--- config.mk ---
export PLATFORM = sky130hd
export DESIGN_NAME = seg7_scan_ctrl
export DESIGN_NICKNAME = d
export VERILOG_FILES = /design/src/rtl/seg7_scan_ctrl.sv
export SDC_FILE = /design/constraint.sdc
export NUM_CORES = 1
export LEC_CHECK = 0
export CORE_AREA = 2 2 70 72
export CTS_CLUSTER_DIAMETER = 30
export DETAILED_ROUTE_END_ITERATION = 8
export DIE_AREA = 0 0 72 74
export GPL_TIMING_DRIVEN = 1
export MAX_ROUTING_LAYER = met4
export PLACE_DENSITY = 0.9
export SLEW_MARGIN = 20
export SYNTH_ARGS = -nofsm -noshare
export SYNTH_HDL_FRONTEND = slang
export SYNTH_SLANG_ARGS = --single-unit
export TNS_END_PERCENT = 10
--- constraint.sdc ---
create_clock -name clk_in -period 6.5 [get_ports clk_in]
set_clock_uncertainty 0.05 [all_clocks]
set_input_delay 1.3 -clock clk_in [delete_from_list [all_inputs] [get_ports clk_in]]
set_output_delay 1.3 -clock clk_in [all_outputs]
set_load 0.05 [all_outputs]
--- src/rtl/seg7_scan_ctrl.sv ---
// seg7_scan_ctrl: time-multiplexed scan controller for a 4-digit, 7-segment display.
// New digit values reach the display only at frame boundaries, so one frame never
// mixes old and new digits. Optional build macro SEG7_DIM_EN adds the dim_level
// brightness input, which shortens each anode's on-time within its slot.
//
// Handshake FSM states:
//   state   | meaning
//   ST_IDLE | no capture request outstanding
//   ST_PEND | load seen; capture at the next frame end
module seg7_scan_ctrl #(
    parameter int PRESCALE = 50000
) (
    input  logic        clk_in,
    input  logic        rst,
    input  logic [15:0] digits_in,
    input  logic [3:0]  blank_in,
    input  logic        load,
`ifdef SEG7_DIM_EN
    input  logic [2:0]  dim_level,
`endif
    output logic        load_ack,
    output logic        frame_tick,
    output logic        AN0,
    output logic        AN1,
    output logic        AN2,
    output logic        AN3,
    output logic [6:0]  LEDout
);

    localparam int PCNT_W = $clog2(PRESCALE);
    localparam logic [PCNT_W-1:0] PCNT_LAST = PCNT_W'(PRESCALE - 1);

    typedef enum logic {
        ST_IDLE = 1'b0,
        ST_PEND = 1'b1
    } hs_state_t;

    hs_state_t         state;
    hs_state_t         state_nxt;
    logic              capture;

    logic [PCNT_W-1:0] pcnt;
    logic [1:0]        idx;
    logic              slot_tick;
    logic              frame_end;

    logic [15:0]       sh_digits;
    logic [3:0]        sh_blank;

    logic [3:0]        cur_digit;
    logic              an_on;
    logic [3:0]        an_nxt;
    logic [6:0]        led_nxt;
    logic [3:0]        an_q;
    logic [6:0]        led_q;

    assign slot_tick = (pcnt == PCNT_LAST);
    assign frame_end = slot_tick && (idx == 2'd3);
    assign cur_digit = sh_digits[{idx, 2'b00} +: 4];

    // Hex to active-low segments, bit 6 = a ... bit 0 = g.
    function automatic logic [6:0] seg_decode(input logic [3:0] d);
        logic [6:0] s;
        case (d)
            4'h0:    s = 7'h01;
            4'h1:    s = 7'h4F;
            4'h2:    s = 7'h12;
            4'h3:    s = 7'h06;
            4'h4:    s = 7'h4C;
            4'h5:    s = 7'h24;
            4'h6:    s = 7'h20;
            4'h7:    s = 7'h0F;
            4'h8:    s = 7'h00;
            4'h9:    s = 7'h04;
            4'hA:    s = 7'h08;
            4'hB:    s = 7'h60;
            4'hC:    s = 7'h31;
            4'hD:    s = 7'h42;
            4'hE:    s = 7'h30;
            default: s = 7'h38;
        endcase
        return s;
    endfunction

    // Slot prescaler, digit index and the registered frame pulse.
    always_ff @(posedge clk_in) begin
        if (rst) begin
            pcnt       <= '0;
            idx        <= 2'd0;
            frame_tick <= 1'b0;
        end else begin
            pcnt       <= slot_tick ? '0 : pcnt + PCNT_W'(1);
            idx        <= slot_tick ? idx + 2'd1 : idx;
            frame_tick <= frame_end;
        end
    end

    // Handshake next state; a load arriving on the frame_end cycle is captured at once.
    always_comb begin
        state_nxt = state;
        capture   = 1'b0;
        if (frame_end && (state == ST_PEND || load)) begin
            capture   = 1'b1;
            state_nxt = ST_IDLE;
        end else if (load) begin
            state_nxt = ST_PEND;
        end
    end

    // Handshake state, shadow registers and the ack pulse.
    always_ff @(posedge clk_in) begin
        if (rst) begin
            state     <= ST_IDLE;
            sh_digits <= 16'h0000;
            sh_blank  <= 4'hF;
            load_ack  <= 1'b0;
        end else begin
            state    <= state_nxt;
            load_ack <= capture;
            if (capture) begin
                sh_digits <= digits_in;
                sh_blank  <= blank_in;
            end
        end
    end

`ifdef SEG7_DIM_EN
    logic [31:0] thr;
    assign thr = (32'(dim_level) + 32'd1) * 32'(PRESCALE / 8);
`endif

    // Anode enable: pcnt==0 is a dead cycle so the previous digit cannot ghost.
    always_comb begin
        an_on = (pcnt != '0) && !sh_blank[idx];
`ifdef SEG7_DIM_EN
        an_on = an_on && (32'(pcnt) < thr);
`endif
        an_nxt  = an_on ? ~(4'b0001 << idx) : 4'hF;
        led_nxt = an_on ? seg_decode(cur_digit) : 7'h7F;
    end

    // Registered output stage.
    always_ff @(posedge clk_in) begin
        if (rst) begin
            an_q  <= 4'hF;
            led_q <= 7'h7F;
        end else begin
            an_q  <= an_nxt;
            led_q <= led_nxt;
        end
    end

    assign AN0    = an_q[0];
    assign AN1    = an_q[1];
    assign AN2    = an_q[2];
    assign AN3    = an_q[3];
    assign LEDout = led_q;

endmodule

==> impl_metrics.csv, run 1 <==
group,metric,value,unit
run_status,status,"complete, no violations",
hold_path,min-delay-start,"sh_digits[5]",
clock_network,clk_pin_slew,0.09,ns
power,leakage,1.042,nW
timing,period_minus_slack,2.776,ns
synth,synthAdderAreaFrac,5.848,%
placed_design,place_congestion,0.8205,
timing,period_share,42.71,%
drt,drc_errors,0,
timing,worst-slew-pin-transition,0.8211,ns
synth,ys_seq_area_share,40.55,%
worst_setup_path,arrival,1.43,ns
synth,ys.flop_type,"dfxtp_1",
clock_network,cts.sink_count,52,
worst_setup_path,crit_buf_inv,1,
clock_network,ctsHoldBuffers,0,
synth,yosys.area_share.simple,20.13,%
layout,fin_util,66.26,%
clock_network,clk_latency,0.31,ns
worst_setup_path,r2r_start,"idx[0]",
worst_setup_path,cpMaxStageDelayCell,"clkdlybuf4s50_1",
global_route,use_met2,37.04,%
floorplan,dieHeight,74,µm
layout,antenna_cells,0,
synth,syn-cell-area,2567,µm²
drt,finalWirelength,5.703,mm
power,ir_drop,123.6,µV
global_route,use_met3,4.065,%
global_route,antenna_found_initial,0,
timing,slew_violations,0,
layout,final_nets,337,
clock_network,ctsResizeCount,0,
layout,stdcell_count,357,
worst_setup_path,path_cells,"clkdlybuf4s50_1",
layout,area_delta_synth_final,18.66,%
synth,synth_compound_area_share,13.69,%
clock_network,postCtsSetupBuffers,0,
floorplan,die-area,5328,µm²
synth,synth_top_family_by_area,"simple AND/OR/NAND/NOR gates",
floorplan,die_w,72,µm
synth,synth_xor_area_share,5.117,%
synth,synth_top_area_share,40.55,%
floorplan,start_util,55.84,%
synth,synth_area_leaders,"dfxtp_1 (41%), ha_1 (5.8%), o31ai_1 (5.0%)",
drt,wire_per_inst,15.97,µm
global_route,grt-ovfl-total,0,
worst_setup_path,critPathMaxFanout,1,
timing,hold_violations,0,
worst_setup_path,worstSetupPathType,"register to output port",
synth,synth.largest_area_cell,"dfxtp_1",
synth,synthMuxAreaShare,9.503,%
global_route,grt_util_met1,28.78,%
clock_network,clockBufferDepth,2,
drt,dr.pass1.iters,4,
synth,syn_area_per_cell,9.235,µm²
layout,fillers,339,
layout,layout-drive-gt1-share,7.921,%
drt,post_drt_via_cell_ratio,6.081,
placed_design,place_inst,349,
floorplan,core,4598,µm²
worst_setup_path,cp_slowest_stage_delay,0.80,ns
worst_setup_path,crit_family,"buffers and inverters",
drt,ant_nets,0,
clock_network,cts_tree,"done",
timing,finalSetupTns,0,ns
timing,max_slew_margin,45.13,%
clock_network,h-tree-depth,2,
global_route,grt_pass1_vias,2024,
placed_design,port_buffers,35,
job,drv_cap,0,
timing,rsz0062_at_grt,"no",
floorplan,rows,25,
hold_path,hold_class,"register to register",
power,p_per_area,191.2,nW/µm²
drt,routed-via-count,2171,
floorplan,io_pins,36,
layout,final_cell_mix,"dfxtp_1 (52), clkdlybuf4s50_1 (35), nor2_1 (28)",
worst_setup_path,endpoint_kind,"output port",
synth,synth_nets,313,
worst_setup_path,start_kind,"register",
global_route,grt_pass1_wl,9.287,mm
synth,yosysWarnings,0,
layout,final_common_cell,"dfxtp_1",
global_route,grt_max_degree,33,
drt,drtIter0Drc,175,
global_route,grtUsageTotal,22.56,%
global_route,grt_most_used_layer,"met2",
timing,max_freq,360.2,MHz
synth,syn_inst,278,
worst_setup_path,startpoint,"an_q[3]",
clock_network,cts-buffers-inserted,5,
synth,synth_edf_count,0,
synth,async_flop_share,0,%
placed_design,hpwl,3.838,mm
timing,setup_viol,0,
synth,yosys_register_bits,52,
synth,synth_cell_types,40,
worst_setup_path,required,5.15,ns
clock_network,clockRootBuffer,"clkbuf_8",
[registers in the layout, indices dropped and copies added, names as in the netlist]
signal,cells
state,1
load_ack,1
sh_blank,4
pcnt,16
an_q,4
LEDout,7
idx,2
sh_digits,16
frame_tick,1
[synthesized netlist by cell type (all sizes together) (2+ instances only)]
cell type / instances
a21oi: 19
and3: 2
buf: 11
clkbuf: 10
dfxtp: 52
ha: 12
inv: 11
mux2: 3
mux2i: 12
mux4: 4
nand2: 10
nand3: 8
nand4: 18
nor2: 28
nor2b: 2
nor3: 10
nor3b: 2
nor4: 6
nor4b: 2
o21a: 2
o21ai: 5
o221ai: 2
o311ai: 3
o31ai: 17
or3: 2
xnor2: 14
[metrics by stage]
stage / hold slack, ns / power [mW] / area, µm² / setup WS [ns]
2_1_floorplan: 0.3908 / 0.3383 / 2567 / 4.092
3_3_place_gp: 0.4012 / 0.3549 / 2917 / 3.121
3_5_place_dp: 0.4074 / 0.3547 / 2917 / 2.925
4_1_cts: 0.4233 / 0.5833 / 3038 / 3.266
5_1_grt: 0.4450 / 0.6006 / 3047 / 3.595
6_report: 0.4241 / 0.5825 / 3047 / 3.724
[final timing paths]
kind,end,slack (ns),depth (start not counted)
max,AN3,3.72,1
min,sh_digits[5],0.42,2
max reg2reg,LEDout[6],3.94,6
min reg2reg,sh_digits[5],0.42,2
[kinds of logic after synthesis]
family / Yosys count
and+or+nand+nor: 95
DFF: 52
xor gates and xnor gates: 15
buffers and inverters: 32
muxes: 19
AOI/OAI and AO/OA: 53
adders and majority gates: 12
[layout make-up]
type	count	area, µm²	share of cell area [%]
well taps	54	67.56	2.218
inverters	11	41.29	1.355
clock inverters	2	38.79	1.273
repair buffers	38	372.9	12.24
multi-input cells	194	1403	46.04
flip-flops and latches	52	1041	34.17
clock buffers	6	82.58	2.710
[metal layers]
metal / wire, µm / part of all wire (%) / vias up
met5: 0 / 0 / -
met4: 58 / 1.0 / 0
met3: 305 / 5.3 / 9
li1: - / - / 1057
met2: 2920 / 51 / 74
met1: 2419 / 42 / 1031
[report_power, final]
group | total [mW] | internal, mW | switching (mW)
clock network | 0.234 | 0.126 | 0.108
logic | 0.0259 | 0.0155 | 0.0104
registers | 0.322 | 0.320 | 0.00205
Power figures use the tool's default switching activity.
==> run 2: changes to the inputs <==
--- a/config.mk
+++ b/config.mk
@@ -5,13 +5,13 @@
 export SDC_FILE = /design/constraint.sdc
 export NUM_CORES = 1
 export LEC_CHECK = 0
-export CORE_AREA = 2 2 70 72
+export CORE_AREA = 2 2 72 74
 export CTS_CLUSTER_DIAMETER = 30
 export DETAILED_ROUTE_END_ITERATION = 8
-export DIE_AREA = 0 0 72 74
+export DIE_AREA = 0 0 74 76
 export GPL_TIMING_DRIVEN = 1
 export MAX_ROUTING_LAYER = met4
-export PLACE_DENSITY = 0.9
+export PLACE_DENSITY = 0.86
 export SLEW_MARGIN = 20
 export SYNTH_ARGS = -nofsm -noshare
 export SYNTH_HDL_FRONTEND = slang
==> constraint.sdc (replaced) <==
create_clock -name clk_in -period 2.75 [get_ports clk_in]
set_clock_uncertainty 0.05 [all_clocks]
set_input_delay 0.55 -clock clk_in [delete_from_list [all_inputs] [get_ports clk_in]]
set_output_delay 0.55 -clock clk_in [all_outputs]
set_load 0.05 [all_outputs]
==> run 2 against run 1 <==
Net effect: wire length decreased by 4.2%; worst hold slack improved by 0.0084 ns; largest power group unchanged; critical path type is now register to register; via count fell by 2.0%; core utilization is 3.6 points lower; non-clock buffer count rose by 4; worst setup slack got worse by 3.2 ns; largest cell class unchanged; clock-buffer cell count shrank 1; final area increased by 1.0%; final cell count up 5.6%; flip-flop and latch count unchanged.
==> impl_metrics.csv, run 2 (synthesis gave the netlist of run 1 again) <==
group,metric,value,unit
run_status,status,"complete, no violations",
floorplan,start_util,52.27,%
clock_network,clk_latency,0.31,ns
timing,max_freq,444.2,MHz
timing,rsz0062_at_grt,"no",
worst_setup_path,r2r_end,"pcnt[7]",
global_route,antenna_found_initial,0,
worst_setup_path,worstSetupPathType,"register to register",
timing,slew_violations,0,
drt,drc_errors,0,
worst_setup_path,r2r_start,"pcnt[7]",
global_route,grt_pass1_vias,2132,
worst_setup_path,path_cells,"or4_1, nand4b_4, o21bai_2, nor2_1",
worst_setup_path,required,2.88,ns
global_route,grt_pass1_wl,9.425,mm
floorplan,die-area,5624,µm²
layout,final_area,3078,µm²
timing,max_slew_margin,47.77,%
worst_setup_path,critPathMaxFanout,22,
floorplan,die_w,74,µm
clock_network,clockRootBuffer,"clkbuf_8",
floorplan,io_pins,36,
floorplan,core,4912,µm²
worst_setup_path,critPathCapture,"pcnt[7]",
placed_design,place_congestion,0.8540,
hold_path,hold_class,"register to register",
clock_network,clk_pin_slew,0.09,ns
job,drv_cap,0,
power,p_per_area,435.6,nW/µm²
placed_design,pre_cts_slack,0.4726,ns
timing,hold_slack,0.4325,ns
drt,finalWirelength,5.465,mm
worst_setup_path,crit_cells,4,
worst_setup_path,arrival,2.38,ns
layout,area_delta_synth_final,19.88,%
clock_network,clockBufferDepth,2,
worst_setup_path,startpoint,"pcnt[7]",
power,ir_drop,262.7,µV
timing,finalSetupTns,0,ns
worst_setup_path,r2r_slack,0.50,ns
layout,final_cell_mix,"dfxtp_1 (52), clkdlybuf4s50_1 (35), nor2_1 (28)",
timing,worst-slew-pin-transition,0.7783,ns
layout,final_nets,341,
drt,ant_nets,0,
placed_design,hpwl,3.848,mm
placed_design,dpl_cell_area,2967,µm²
timing,period_share,81.87,%
worst_setup_path,cp_slowest_stage_delay,0.63,ns
layout,layout-drive-gt1-share,8.469,%
floorplan,rows,26,
clock_network,ctsHoldBuffers,0,
clock_network,postCtsSetupBuffers,0,
global_route,grtUsageTotal,21.73,%
worst_setup_path,start_kind,"register",
timing,hold_violations,0,
timing,setup_slack,0.4986,ns
layout,final_common_cell,"dfxtp_1",
clock_network,cts_tree,"done",
layout,antenna_cells,0,
drt,drtIter0Drc,126,
worst_setup_path,cpMaxStageDelayCell,"o21bai_2",
global_route,grt_max_degree,23,
drt,routed-via-count,2128,
worst_setup_path,crit_buf_inv,0,
drt,post_drt_via_cell_ratio,5.645,
clock_network,cts-buffers-inserted,5,
power,leakage,1.054,nW
clock_network,ctsResizeCount,0,
drt,dr.pass1.iters,4,
clock_network,cts.sink_count,52,
timing,setup_viol,0,
placed_design,port_buffers,35,
worst_setup_path,r2r_cells,4,
timing,period_minus_slack,2.251,ns
worst_setup_path,endpoint_kind,"register",
drt,wire_per_inst,14.50,µm
clock_network,h-tree-depth,2,
global_route,grt-ovfl-total,0,
worst_setup_path,crit_family,"simple AND/OR/NAND/NOR gates",
floorplan,dieHeight,76,µm
==> run 2: cell type report <==
| cell class | count | area, µm² |
|---|---|---|
| Clock inverter | 3 | 42.54 |
| Fill cell | 421 | 1834 |
| Multi-Input combinational cell | 194 | 1394 |
| Sequential cell | 52 | 1041 |
| Timing Repair Buffer | 42 | 402.9 |
| Tap cell | 70 | 87.58 |
| Inverter | 11 | 41.29 |
| Clock buffer | 5 | 68.82 |
==> run 2: routing by layer <==
layer | share of wire [%] | GRT usage, % | wire (µm) | up-vias
met3 | 5.0 | 5.026 | 272 | 6
met1 | 41 | 25.97 | 2266 | 1008
met4 | 1.2 | 7.273 | 66 | 0
met2 | 52 | 35.63 | 2859 | 50
met5 | 0 | - | 0 | -
li1 | - | - | - | 1064
==> run 2: worst min path at each step <==
stage | endpoint | depth (start not counted) | startpoint
after floorplan | sh_digits[8] | 2 | sh_digits[8]
after global placement | sh_digits[5] | 2 | sh_digits[5]
after detailed placement | sh_digits[5] | 2 | sh_digits[5]
after global routing | sh_digits[1] | 2 | sh_digits[1]
final | sh_digits[0] | 2 | sh_digits[0]
after CTS | sh_digits[9] | 2 | sh_digits[9]
==> run 2: through the flow <==
| step | std cells | utilization [%] | total power, mW |
|---|---|---|---|
| 2_1_floorplan | 278 | - | 0.7996 |
| 3_3_place_gp | 369 | 60.39 | 0.8375 |
| 3_5_place_dp | 369 | 60.39 | 0.8389 |
| 4_1_cts | 377 | 62.66 | 1.353 |
| 5_1_grt | 377 | 62.66 | 1.392 |
| 6_report | 377 | 62.66 | 1.341 |
==> run 2: power breakdown <==
part	switching [mW]	internal, mW	total, mW	leakage (nW)
combinational	0.0231	0.0364	0.0595	0.580
sequential	0.00484	0.757	0.762	0.420
clock	0.250	0.269	0.519	0.0541
==> run 2: worst register-to-register path: cells and delay by family, from the launching register on <==
kind,cells,cell delay [ns]
compound gates,1,0.63
flops,1,0.37
simple gates,3,1.08
